**src/rtl/conv_window_scanner.sv**
```systemverilog
// conv_window_scanner: address/sequence controller for KxK sliding-window
// filtering. Walks every full window of an IMG_W x IMG_H image in raster
// order, emits K*K tap reads per window, waits RD_LAT cycles for the
// accumulator, then emits one output-pixel write.
module conv_window_scanner #(
  parameter int IMG_W  = 300,
  parameter int IMG_H  = 200,
  parameter int K      = 3,
  parameter int STRIDE = 1,
  parameter int RD_LAT = 1,
  parameter int ROW_W  = 8,
  parameter int COL_W  = 9,
  localparam int TAP_W = (K > 1) ? $clog2(K) : 1
) (
  input  logic             clk,
  input  logic             reset,
  input  logic             start,
  input  logic             stall,
  output logic             rd_valid,
  output logic [ROW_W-1:0] rd_row,
  output logic [COL_W-1:0] rd_col,
  output logic [TAP_W-1:0] tap_row,
  output logic [TAP_W-1:0] tap_col,
  output logic             rd_first,
  output logic             rd_last,
  output logic             wr_en,
  output logic [ROW_W-1:0] wr_row,
  output logic [COL_W-1:0] wr_col,
  output logic             busy,
  output logic             done
);

  localparam int OUT_W = (IMG_W - K) / STRIDE + 1;
  localparam int OUT_H = (IMG_H - K) / STRIDE + 1;
  localparam int LAT_W = (RD_LAT > 0) ? $clog2(RD_LAT + 1) : 1;

  typedef enum logic [2:0] {
    S_IDLE,
    S_FETCH,
    S_DRAIN,
    S_WRITE,
    S_DONE
  } state_t;

  state_t             state, state_n;
  logic [ROW_W-1:0]   out_row, out_row_n;
  logic [COL_W-1:0]   out_col, out_col_n;
  logic [TAP_W-1:0]   tr, tr_n;
  logic [TAP_W-1:0]   tc, tc_n;
  logic [LAT_W-1:0]   lat_cnt, lat_cnt_n;

  logic               tap_last;
  logic               win_last;

  // Next-state outputs, registered below so every output comes from a flop.
  logic               rd_valid_n, rd_first_n, rd_last_n, wr_en_n, busy_n, done_n;
  logic [ROW_W-1:0]   rd_row_n, wr_row_n;
  logic [COL_W-1:0]   rd_col_n, wr_col_n;
  logic [TAP_W-1:0]   tap_row_n, tap_col_n;

  // Next-state and counter update; everything holds while stalled.
  always_comb begin
    state_n   = state;
    out_row_n = out_row;
    out_col_n = out_col;
    tr_n      = tr;
    tc_n      = tc;
    lat_cnt_n = lat_cnt;
    tap_last  = (tr == TAP_W'(K - 1)) && (tc == TAP_W'(K - 1));
    win_last  = (out_row == ROW_W'(OUT_H - 1)) && (out_col == COL_W'(OUT_W - 1));
    case (state)
      S_IDLE, S_DONE: begin
        if (start) begin
          state_n   = S_FETCH;
          out_row_n = '0;
          out_col_n = '0;
          tr_n      = '0;
          tc_n      = '0;
          lat_cnt_n = '0;
        end
      end
      S_FETCH: begin
        if (!stall) begin
          if (tap_last) begin
            if (RD_LAT == 0) begin
              state_n = S_WRITE;
            end else begin
              state_n   = S_DRAIN;
              lat_cnt_n = LAT_W'(RD_LAT);
            end
          end else if (tc == TAP_W'(K - 1)) begin
            tc_n = '0;
            tr_n = tr + TAP_W'(1);
          end else begin
            tc_n = tc + TAP_W'(1);
          end
        end
      end
      S_DRAIN: begin
        if (!stall) begin
          if (lat_cnt == LAT_W'(1)) begin
            state_n = S_WRITE;
          end else begin
            lat_cnt_n = lat_cnt - LAT_W'(1);
          end
        end
      end
      S_WRITE: begin
        if (!stall) begin
          if (win_last) begin
            state_n   = S_DONE;
            out_row_n = '0;
            out_col_n = '0;
            tr_n      = '0;
            tc_n      = '0;
            lat_cnt_n = '0;
          end else begin
            state_n = S_FETCH;
            tr_n    = '0;
            tc_n    = '0;
            if (out_col == COL_W'(OUT_W - 1)) begin
              out_col_n = '0;
              out_row_n = out_row + ROW_W'(1);
            end else begin
              out_col_n = out_col + COL_W'(1);
            end
          end
        end
      end
      default: state_n = S_IDLE;
    endcase
  end

  // Output values implied by the next state, so the registered outputs
  // line up with the state they describe.
  always_comb begin
    rd_valid_n = (state_n == S_FETCH);
    wr_en_n    = (state_n == S_WRITE);
    busy_n     = (state_n == S_FETCH) || (state_n == S_DRAIN) || (state_n == S_WRITE);
    done_n     = (state_n == S_DONE);
    rd_row_n   = '0;
    rd_col_n   = '0;
    tap_row_n  = '0;
    tap_col_n  = '0;
    rd_first_n = 1'b0;
    rd_last_n  = 1'b0;
    wr_row_n   = '0;
    wr_col_n   = '0;
    if (state_n == S_FETCH) begin
      rd_row_n   = ROW_W'(32'(out_row_n) * STRIDE + 32'(tr_n));
      rd_col_n   = COL_W'(32'(out_col_n) * STRIDE + 32'(tc_n));
      tap_row_n  = tr_n;
      tap_col_n  = tc_n;
      rd_first_n = (tr_n == '0) && (tc_n == '0);
      rd_last_n  = (tr_n == TAP_W'(K - 1)) && (tc_n == TAP_W'(K - 1));
    end
    if (state_n == S_WRITE) begin
      wr_row_n = out_row_n;
      wr_col_n = out_col_n;
    end
  end

  // State, counters and output registers with synchronous reset.
  always_ff @(posedge clk) begin
    if (reset) begin
      state    <= S_IDLE;
      out_row  <= '0;
      out_col  <= '0;
      tr       <= '0;
      tc       <= '0;
      lat_cnt  <= '0;
      rd_valid <= 1'b0;
      rd_row   <= '0;
      rd_col   <= '0;
      tap_row  <= '0;
      tap_col  <= '0;
      rd_first <= 1'b0;
      rd_last  <= 1'b0;
      wr_en    <= 1'b0;
      wr_row   <= '0;
      wr_col   <= '0;
      busy     <= 1'b0;
      done     <= 1'b0;
    end else begin
      state    <= state_n;
      out_row  <= out_row_n;
      out_col  <= out_col_n;
      tr       <= tr_n;
      tc       <= tc_n;
      lat_cnt  <= lat_cnt_n;
      rd_valid <= rd_valid_n;
      rd_row   <= rd_row_n;
      rd_col   <= rd_col_n;
      tap_row  <= tap_row_n;
      tap_col  <= tap_col_n;
      rd_first <= rd_first_n;
      rd_last  <= rd_last_n;
      wr_en    <= wr_en_n;
      wr_row   <= wr_row_n;
      wr_col   <= wr_col_n;
      busy     <= busy_n;
      done     <= done_n;
    end
  end

endmodule

```
**config.mk**
```make
export PLATFORM = sky130hd
export DESIGN_NAME = conv_window_scanner
export DESIGN_NICKNAME = d
export VERILOG_FILES = /design/src/rtl/conv_window_scanner.sv
export SDC_FILE = /design/constraint.sdc
export NUM_CORES = 1
export LEC_CHECK = 0
export BUFFER_PORTS_ARGS = -buffer_cell sky130_fd_sc_hd__buf_4
export CORE_ASPECT_RATIO = 0.8
export CORE_MARGIN = 4
export CORE_UTILIZATION = 55
export DETAILED_ROUTE_END_ITERATION = 12
export GPL_ROUTABILITY_DRIVEN = 0
export PLACE_DENSITY = 0.79
export SYNTH_ARGS = -nofsm -noshare
export SYNTH_HDL_FRONTEND = slang
export SYNTH_SLANG_ARGS = --single-unit
```
**constraint.sdc**
```tcl
create_clock -name clk -period 6.25 [get_ports clk]
set_input_delay 0.3125 -clock clk [delete_from_list [all_inputs] [get_ports clk]]
set_output_delay 0.3125 -clock clk [all_outputs]
set_load 0.02 [all_outputs]
```
==> impl_results.md, run 1 <==
* Starting Density at 57.79%
* Post-synth EDFFs at 0
* Final max-slew violation count at 0
* Synth Instances at between 300 and 400
* Final net count at around 430
* Fin Hold WS at around 0.35 ns
* Design Area, Final at 3711 um2
* Tot Pwr at 780.4 uW
* Ys async rst share at 0%
* Final setup TNS at 0 ns
* Global-route wire length before repair at approximately 12000 um
* GRT Overall Usage at roughly 21%
* Worst slew pin tran at roughly 0.81 ns
* Routed length per placed instance at between 10 and 15 um
* Pin count of the biggest net entering global routing at 27
* Chip width at between 90 and 100 um
* Layout cells sized above 1 at roughly 17%
* Number of max-cap violations at 0
* Grt total ovfl at 0
* P_leak at between 1 and 1.5 nW
* Achievable frequency at between 0.2 and 0.3 GHz
* Hold Path Depth at 2
* Worst rel slew slack at between 40% and 50%
* Avg Inst Size Synth at around 8.6 um2
* Clock root buffer: clkbuf_8
* Vias/cell at around 5.7
* FP Rows at 24
* First-pass DRT Iterations at 5
* Highest-count cells in the layout ignoring fill and taps: dfxtp_1, nor2_1, buf_4, a21oi_1, nand2_1
* Post-synth top flop: dfxtp_1
* Core area at 5525 um2
* DRT antenna net count at 0
* Die Height at 76.15 um
* HP Class: input pin to register
* RSZ-0062 raised after global routing: false
* Setup CP Type: register to register
* #FFs+latches synth at about 70
* Cells after DPL at approximately 480
* PwrDens at 210.3 nW/um2
* Req. time, crit path at between 6 and 7 ns
* Final hold violations at 0
* Area Growth Syn to Fin at 16.22%
* Period utilisation layout at 57.55%
* Post-Route WL at 7322 um
* TritonCTS buffer count at 9
* Port Buffers at 47
* CTS tree: done
* Ports at between 40 and 50
* Setup Viol. Count Final at 0
* Critical Path End Type: register
* Post-CTS Setup Bufs at 0
* Post-route minimum period at 3.597 ns
* Worst VDD drop at 0.1609 mV
* Clk sinks at 69
* Non-Filler Instances at between 400 and 500
* CTS resizes at 0
* Post-DP HPWL at 5200 um
* Die area at between 7000 and 8000 um2
* Initial antenna violation count at 0
* Worst-Skew Late Latency at approximately 0.33 ns
* Skew final at roughly 0.0044 ns
* Initial drt markers at around 190
* Crit Path Max Fanout at 18
* # diodes at 0
* DRC at 0
* Placed Area at approximately 3600 um2
* Synth cell types at 57
* Vias in the first global route at 2476
* H-tree depth at 3
* Worst reg2reg path depth at 10
* Hold Buf Count CTS at 0
* Worst EP arrival at between 3 and 4 ns
* Outcome: finished clean
* Worst setup SP type: register
* Netlist Area Pre-Place at about 3200 um2
* Via count at ~2800
* Yosys Warn Count at 0
* Register area share after synthesis at 43.26%
* Syn_nets at roughly 390
* Max clock buf depth at 2
* Commonest non-fill, non-tap cell in the layout: dfxtp_1
* Clk slew on worst S/H paths at 0.07 ns
==> worst paths after layout <==
path         startpoint        end  slack (ns)
min reg2reg     lat_cnt    lat_cnt        0.52
min               reset   state[1]        0.35
max            state[1]  rd_col[8]        2.65
max reg2reg    state[1]  rd_col[8]        2.65
==> cells by family (layout without fill, tap and decap cells) <==
group	after synthesis	after routing	synth area share, %
buf+inv	35	79	4.780
simple gates	175	175	29.90
flops	69	69	43.26
fa+ha+maj	11	11	4.781
xor+xnor	7	7	1.920
mux	5	5	1.567
compound gates	68	68	13.79
==> worst max-delay path, cell delays in order (launching register included) <==
cell       delay, ns
dfxtp_1         0.65
nand4bb_1       0.34
a211oi_1        0.28
o21ai_0         0.19
inv_1           0.10
ha_1            0.16
inv_1           0.05
fa_1            0.42
or4_1           0.61
a2111oi_0       0.49
mux2i_1         0.24
==> sequential cells by signal, indices dropped and copies added, names as in the netlist, 2 cells and up <==
name	cells
tap_row	2
tap_col	2
wr_col	9
out_row	8
rd_col	9
wr_row	8
tr	2
rd_row	8
out_col	9
tc	2
state	3
==> Yosys cell counts, drive strengths merged (4+ instances only) <==
| library cell | n | area, um2 |
|---|---|---|
| nand3 | 8 | 40.04 |
| clkbuf | 9 | 33.78 |
| and2 | 8 | 52.55 |
| ha | 9 | 112.6 |
| nor3b | 4 | 30.03 |
| buf | 9 | 55.05 |
| nand4bb | 4 | 61.31 |
| mux2i | 5 | 50.05 |
| a31oi | 6 | 37.54 |
| o21ai | 12 | 60.06 |
| nor3 | 15 | 75.07 |
| nand2b | 8 | 50.05 |
| nor4bb | 4 | 40.04 |
| nand2 | 19 | 71.32 |
| xor2 | 4 | 35.03 |
| dfxtp | 69 | 1381 |
| and3 | 4 | 25.02 |
| nor4 | 9 | 62.56 |
| inv | 17 | 63.81 |
| a21oi | 20 | 100.1 |
| nor2b | 4 | 25.02 |
| nor2 | 68 | 255.2 |
==> metal layers <==
metal  track usage [%]  share of wire, %
met3             6.219               7.1
met1             29.43                46
met2             32.93                46
met4             5.564               1.1
met5                 0                 0
==> power breakdown <==
group	internal [mW]	switching (mW)
Sequential	0.443	0.00276
Combinational	0.0112	0.0255
Clock	0.140	0.159
==> layout make-up <==
cell class / instances / area, um2
clock buffer: 10 / 127.6
clock inverter: 5 / 28.78
fill: 483 / 1814
inverter: 17 / 63.81
multi-input combinational: 266 / 1659
sequential: 69 / 1381
tap: 78 / 97.59
timing repair buffer: 47 / 352.8
==> metrics by stage <==
stage	util [%]	setup WS (ns)
after floorplan	-	3.233
after global placement	64.33	2.838
after detailed placement	64.33	2.732
after CTS	67.16	2.704
after global routing	67.16	2.266
final	67.16	2.653
Note: power is estimated with default switching activity, not from simulation.
==> run 2: changes to the inputs <==
==> constraint.sdc (replaced) <==
create_clock -name clk -period 3.5 [get_ports clk]
set_input_delay 0.175 -clock clk [delete_from_list [all_inputs] [get_ports clk]]
set_output_delay 0.175 -clock clk [all_outputs]
set_load 0.02 [all_outputs]
==> impl_results.md, run 2 (synthesized netlist as in run 1, its figures left out) <==
* Outcome: finished clean
* Req. time, crit path at 3.78 ns
* DRC at 0
* Setup Viol. Count Final at 0
* RR Endpoint: rd_col[8]
* RSZ-0062 raised after global routing: false
* Worst reg2reg path depth at 12
* Vias/cell at approximately 5.7
* Hold wc startpoint: reset
* Final setup TNS at 0 ns
* Ports at between 40 and 50
* TritonCTS buffer count at 9
* Achievable frequency at slightly above 0.3 GHz
* Final hold violations at 0
* Worst setup SP type: register
* Cells after DPL at around 500
* Routed length per placed instance at 15.08 um
* Largest regs: out_col: 9 flops, rd_col: 9 flops, wr_col: 9 flops
* Post-route minimum period at ~3.3 ns
* P_leak at 1.549 nW
* Max clock buf depth at 2
* Die Height at about 76 um
* Starting Density at 57.79%
* Worst VDD drop at roughly 0.30 mV
* PwrDens at just under 400 nW/um2
* R2r setup slk at 0.21 ns
* Area Growth Syn to Fin at 20.69%
* Global-route wire length before repair at roughly 13000 um
* Pin count of the biggest net entering global routing at 27
* First-pass DRT Iterations at 5
* Highest-count cells in the layout ignoring fill and taps: dfxtp_1, nor2_1, buf_4, a21oi_1, nand2_1
* HP Class: input pin to register
* Crit Reg-Reg Startpoint: out_col[1]
* Worst rel slew slack at between 40 and 50%
* Die area at around 7000 um2
* GRT Overall Usage at a little under a quarter
* Final max-slew violation count at 0
* H-tree depth at 3
* Worst-Skew Late Latency at about 0.35 ns
* CTS tree: done
* Final net count at 436
* DRT antenna net count at 0
* Layout cells sized above 1 at between 10% and 20%
* Hold Path End: out_col[1]
* Hold Path Depth at 2
* Post-DP HPWL at between 5000 and 6000 um
* Worst slew pin tran at roughly 0.87 ns
* Skew final at around 0.012 ns
* Critical Path End Type: register
* Non-Filler Instances at around 500
* FP Rows at 24
* Clk slew on worst S/H paths at 0.08 ns
* Commonest non-fill, non-tap cell in the layout: dfxtp_1
* Initial antenna violation count at 0
* Vias in the first global route at approximately 2600
* Port Buffers at 47
* # diodes at 0
* Period utilisation layout at a little over nine tenths
* Worst EP arrival at about 3.6 ns
* Number of max-cap violations at 0
* Post-CTS Setup Bufs at 0
* Hold Buf Count CTS at 0
* Tot Pwr at between 1.5 and 2 mW
* Via count at roughly 2900
* CP startpoint: out_col[1]
* Clk sinks at 69
* Fin Hold WS at ~0.19 ns
* Initial drt markers at between 200 and 250
* Util after Layout at 69.75%
* Post-Route WL at approximately 7600 um
* Crit Path Max Fanout at 4
* CTS resizes at 0
* Setup CP Type: register to register
* Core area at between 5000 and 6000 um2
* Grt total ovfl at 0
* Chip width at 93.19 um
* Clock root buffer: clkbuf_8
-- run 2: changes by cell type in the layout (fill, tap and decap cells not counted), sizes merged --
cell      before  now
clkinvlp       0    1
clkbuf        10   12
clkinv         5    1
inv           17   18
buf           47   58
bufinv         0    1
-- run 2: final cells by class --
cell class                      count  area (um2)
Clock inverter                      4       55.05
Multi-Input combinational cell    266        1665
Sequential cell                    69        1381
Clock buffer                       12       155.1
Fill cell                         451        1672
Timing Repair Buffer               58       435.4
Tap cell                           78       97.59
Inverter                           17       63.81
-- run 2: layer usage --
layer / vias to the layer above / wire length, um / GRT usage [%]
met3: 12 / 708 / 9.279
met4: 0 / 115 / 7.906
met5: - / 0 / 0
met1: 1311 / 3328 / 29.52
met2: 135 / 3446 / 33.29
li1: 1405 / - / -
-- run 2: metrics by stage --
stage	instance area [um2]	setup slack [ns]
2_1_floorplan	3193	0.4835
3_3_place_gp	3637	0.3607
3_5_place_dp	3637	0.2526
4_1_cts	3847	0.2179
5_1_grt	3854	0.002029
6_report	3854	0.2061
-- run 2: power by group --
part / internal (mW) / switching (mW)
Combinational: 0.0227 / 0.0480
Clock: 0.371 / 0.292
Sequential: 0.791 / 0.00494
Total: 1.18 / 0.345
-- run 2: worst max path at each step --
stage | slack (ns) | cells after the start | to
finish | 0.21 | 12 | rd_col[8]
global route | 0.002 | 13 | rd_row[5]
CTS | 0.22 | 12 | rd_col[8]
detailed placement | 0.25 | 12 | rd_col[8]
global placement | 0.36 | 12 | rd_col[8]
floorplan | 0.48 | 13 | rd_row[7]
-- run 2: critical path, stage by stage (launching register included) --
cell       delay (ns)
dfxtp_1          0.38
inv_1            0.06
ha_1             0.19
nor4bb_1         0.14
a211oi_1         0.23
o21ai_0          0.17
inv_1            0.09
ha_1             0.16
inv_1            0.05
fa_1             0.42
or4_1            0.61
a2111oi_0        0.49
mux2i_1          0.23
==> run 3: changes to the inputs <==
--- a/config.mk
+++ b/config.mk
@@ -8,10 +8,10 @@
 export BUFFER_PORTS_ARGS = -buffer_cell sky130_fd_sc_hd__buf_4
 export CORE_ASPECT_RATIO = 0.8
 export CORE_MARGIN = 4
-export CORE_UTILIZATION = 55
+export CORE_UTILIZATION = 45
 export DETAILED_ROUTE_END_ITERATION = 12
 export GPL_ROUTABILITY_DRIVEN = 0
-export PLACE_DENSITY = 0.79
+export PLACE_DENSITY = 0.67
 export SYNTH_ARGS = -nofsm -noshare
 export SYNTH_HDL_FRONTEND = slang
 export SYNTH_SLANG_ARGS = --single-unit
==> impl_results.md, run 3 (synthesized netlist as in run 1, its figures left out) <==
* Die Height at 83.34 um
* DRT antenna net count at 0
* Critical Path End Type: register
* PwrDens at 392.1 nW/um2
* Final hold violations at 0
* Initial drt markers at 108
* H-tree depth at 3
* Highest-count cells in the layout ignoring fill and taps: dfxtp_1, nor2_1, buf_4, a21oi_1, nand2_1
* Routed length per placed instance at between 10 and 15 um
* CTS tree: done
* Cells after DPL at ~500
* Register area at 1381 um2
* Achievable frequency at 0.3103 GHz
* Chip width at 102.2 um
* First-pass DRT Iterations at 4
* Die area at 8516 um2
* Setup Viol. Count Final at 0
* Clk sinks at just under 70
* Worst setup SP type: register
* Area Growth Syn to Fin at 20.53%
* Fillcell total at approximately 670
* Starting Density at between 40% and 50%
* Post-CTS Setup Bufs at 0
* Vias in the first global route at around 2600
* Post-route minimum period at between 3 and 4 ns
* Worst slew pin tran at 0.8430 ns
* Commonest non-fill, non-tap cell in the layout: dfxtp_1
* Max clock buf depth at 2
* Largest regs: out_col: 9 flops, rd_col: 9 flops, wr_col: 9 flops
* Clk slew on worst S/H paths at 0.07 ns
* Crit Path Max Fanout at 4
* Final max-slew violation count at 0
* Max layer used: met4
* # diodes at 0
* Skew final at 0.008031 ns
* Tot Pwr at between 1.5 and 2 mW
* Pin count of the biggest net entering global routing at 27
* Worst EP arrival at between 3 and 4 ns
* Post-Route WL at approximately 7500 um
* P_leak at between 1.5 and 2 nW
* Met2 wire length at approximately 3300 um
* Clock root buffer: clkbuf_8
* Number of max-cap violations at 0
* Post-DP HPWL at ~5300 um
* Grt total ovfl at 0
* Vias/cell at between 5 and 6
* Worst VDD drop at ~0.34 mV
* Port Buffers at 47
* Non-Filler Instances at 514
* Fin Hold WS at ~0.19 ns
* Ports at between 40 and 50
* Period utilisation layout at between 90% and 100%
* Initial antenna violation count at 0
* Worst rel slew slack at approximately 44%
* TritonCTS buffer count at 9
* Worst-Skew Late Latency at between 0.3 and 0.4 ns
* RSZ-0062 raised after global routing: false
* Setup CP Type: register to register
* Util after Layout at between 50 and 60%
* Via count at approximately 2800
* FP Rows at 27
* Final net count at between 400 and 500
* Met3 wire len at ~540 um
* Layout cells sized above 1 at around 19%
* Met1 WL at between 3000 and 4000 um
* Outcome: finished clean
* Multi-input logic area at 1659 um2
* DRC at 0
* GRT Overall Usage at 18.53%
* Core area at a little under 7000 um2
* Final setup TNS at 0 ns
* Hold Buf Count CTS at 0
* CTS resizes at 0
* Global-route wire length before repair at 12500 um
* HP Class: input pin to register
* Req. time, crit path at 3.78 ns
[run 3: critical path, stage by stage (launching register included)]
cell and delay, ns:
dfxtp_1 0.38, inv_1 0.06, ha_1 0.18, nor4bb_1 0.14, a211oi_1 0.22, o21ai_0 0.17, inv_1 0.10, ha_1 0.16
inv_1 0.05, fa_1 0.41, or4_1 0.60, a2111oi_0 0.44, mux2i_1 0.23
[run 3: final cells by class]
type / count / area share, %
flip-flops and latches: 69 / 35.89
inverters: 17 / 1.658
clock buffers: 12 / 3.771
well taps: 87 / 2.828
repair buffers: 59 / 11.51
multi-input cells: 266 / 43.11
clock inverters: 4 / 1.235
[run 3: final timing paths]
path,start,to,slack [ns],cells after the start
worst max-delay path,out_col[1],rd_col[8],0.28,12
worst min-delay path,reset,tr[0],0.19,2
worst max register to register,out_col[1],rd_col[8],0.28,12
worst min register to register,lat_cnt,lat_cnt,0.50,2
[run 3: per-stage QoR]
stage                     setup WS [ns]  cell area [um2]
after floorplan                  0.4835             3193
final                            0.2774             3849
after global routing            0.01168             3849
after global placement           0.3648             3656
after detailed placement         0.3046             3656
after CTS                        0.3080             3849
[run 3: per-layer routing]
metal  track usage [%]  up-vias
li1                  -     1405
met2             27.79       89
met4             6.555        0
met3             5.290       10
met1             25.27     1322
met5                 0        -
[run 3: where the power goes]
group          switching, mW  total [mW]  internal, mW
registers            0.00521       0.796         0.791
clock network          0.296       0.643         0.347
logic                 0.0476      0.0703        0.0227
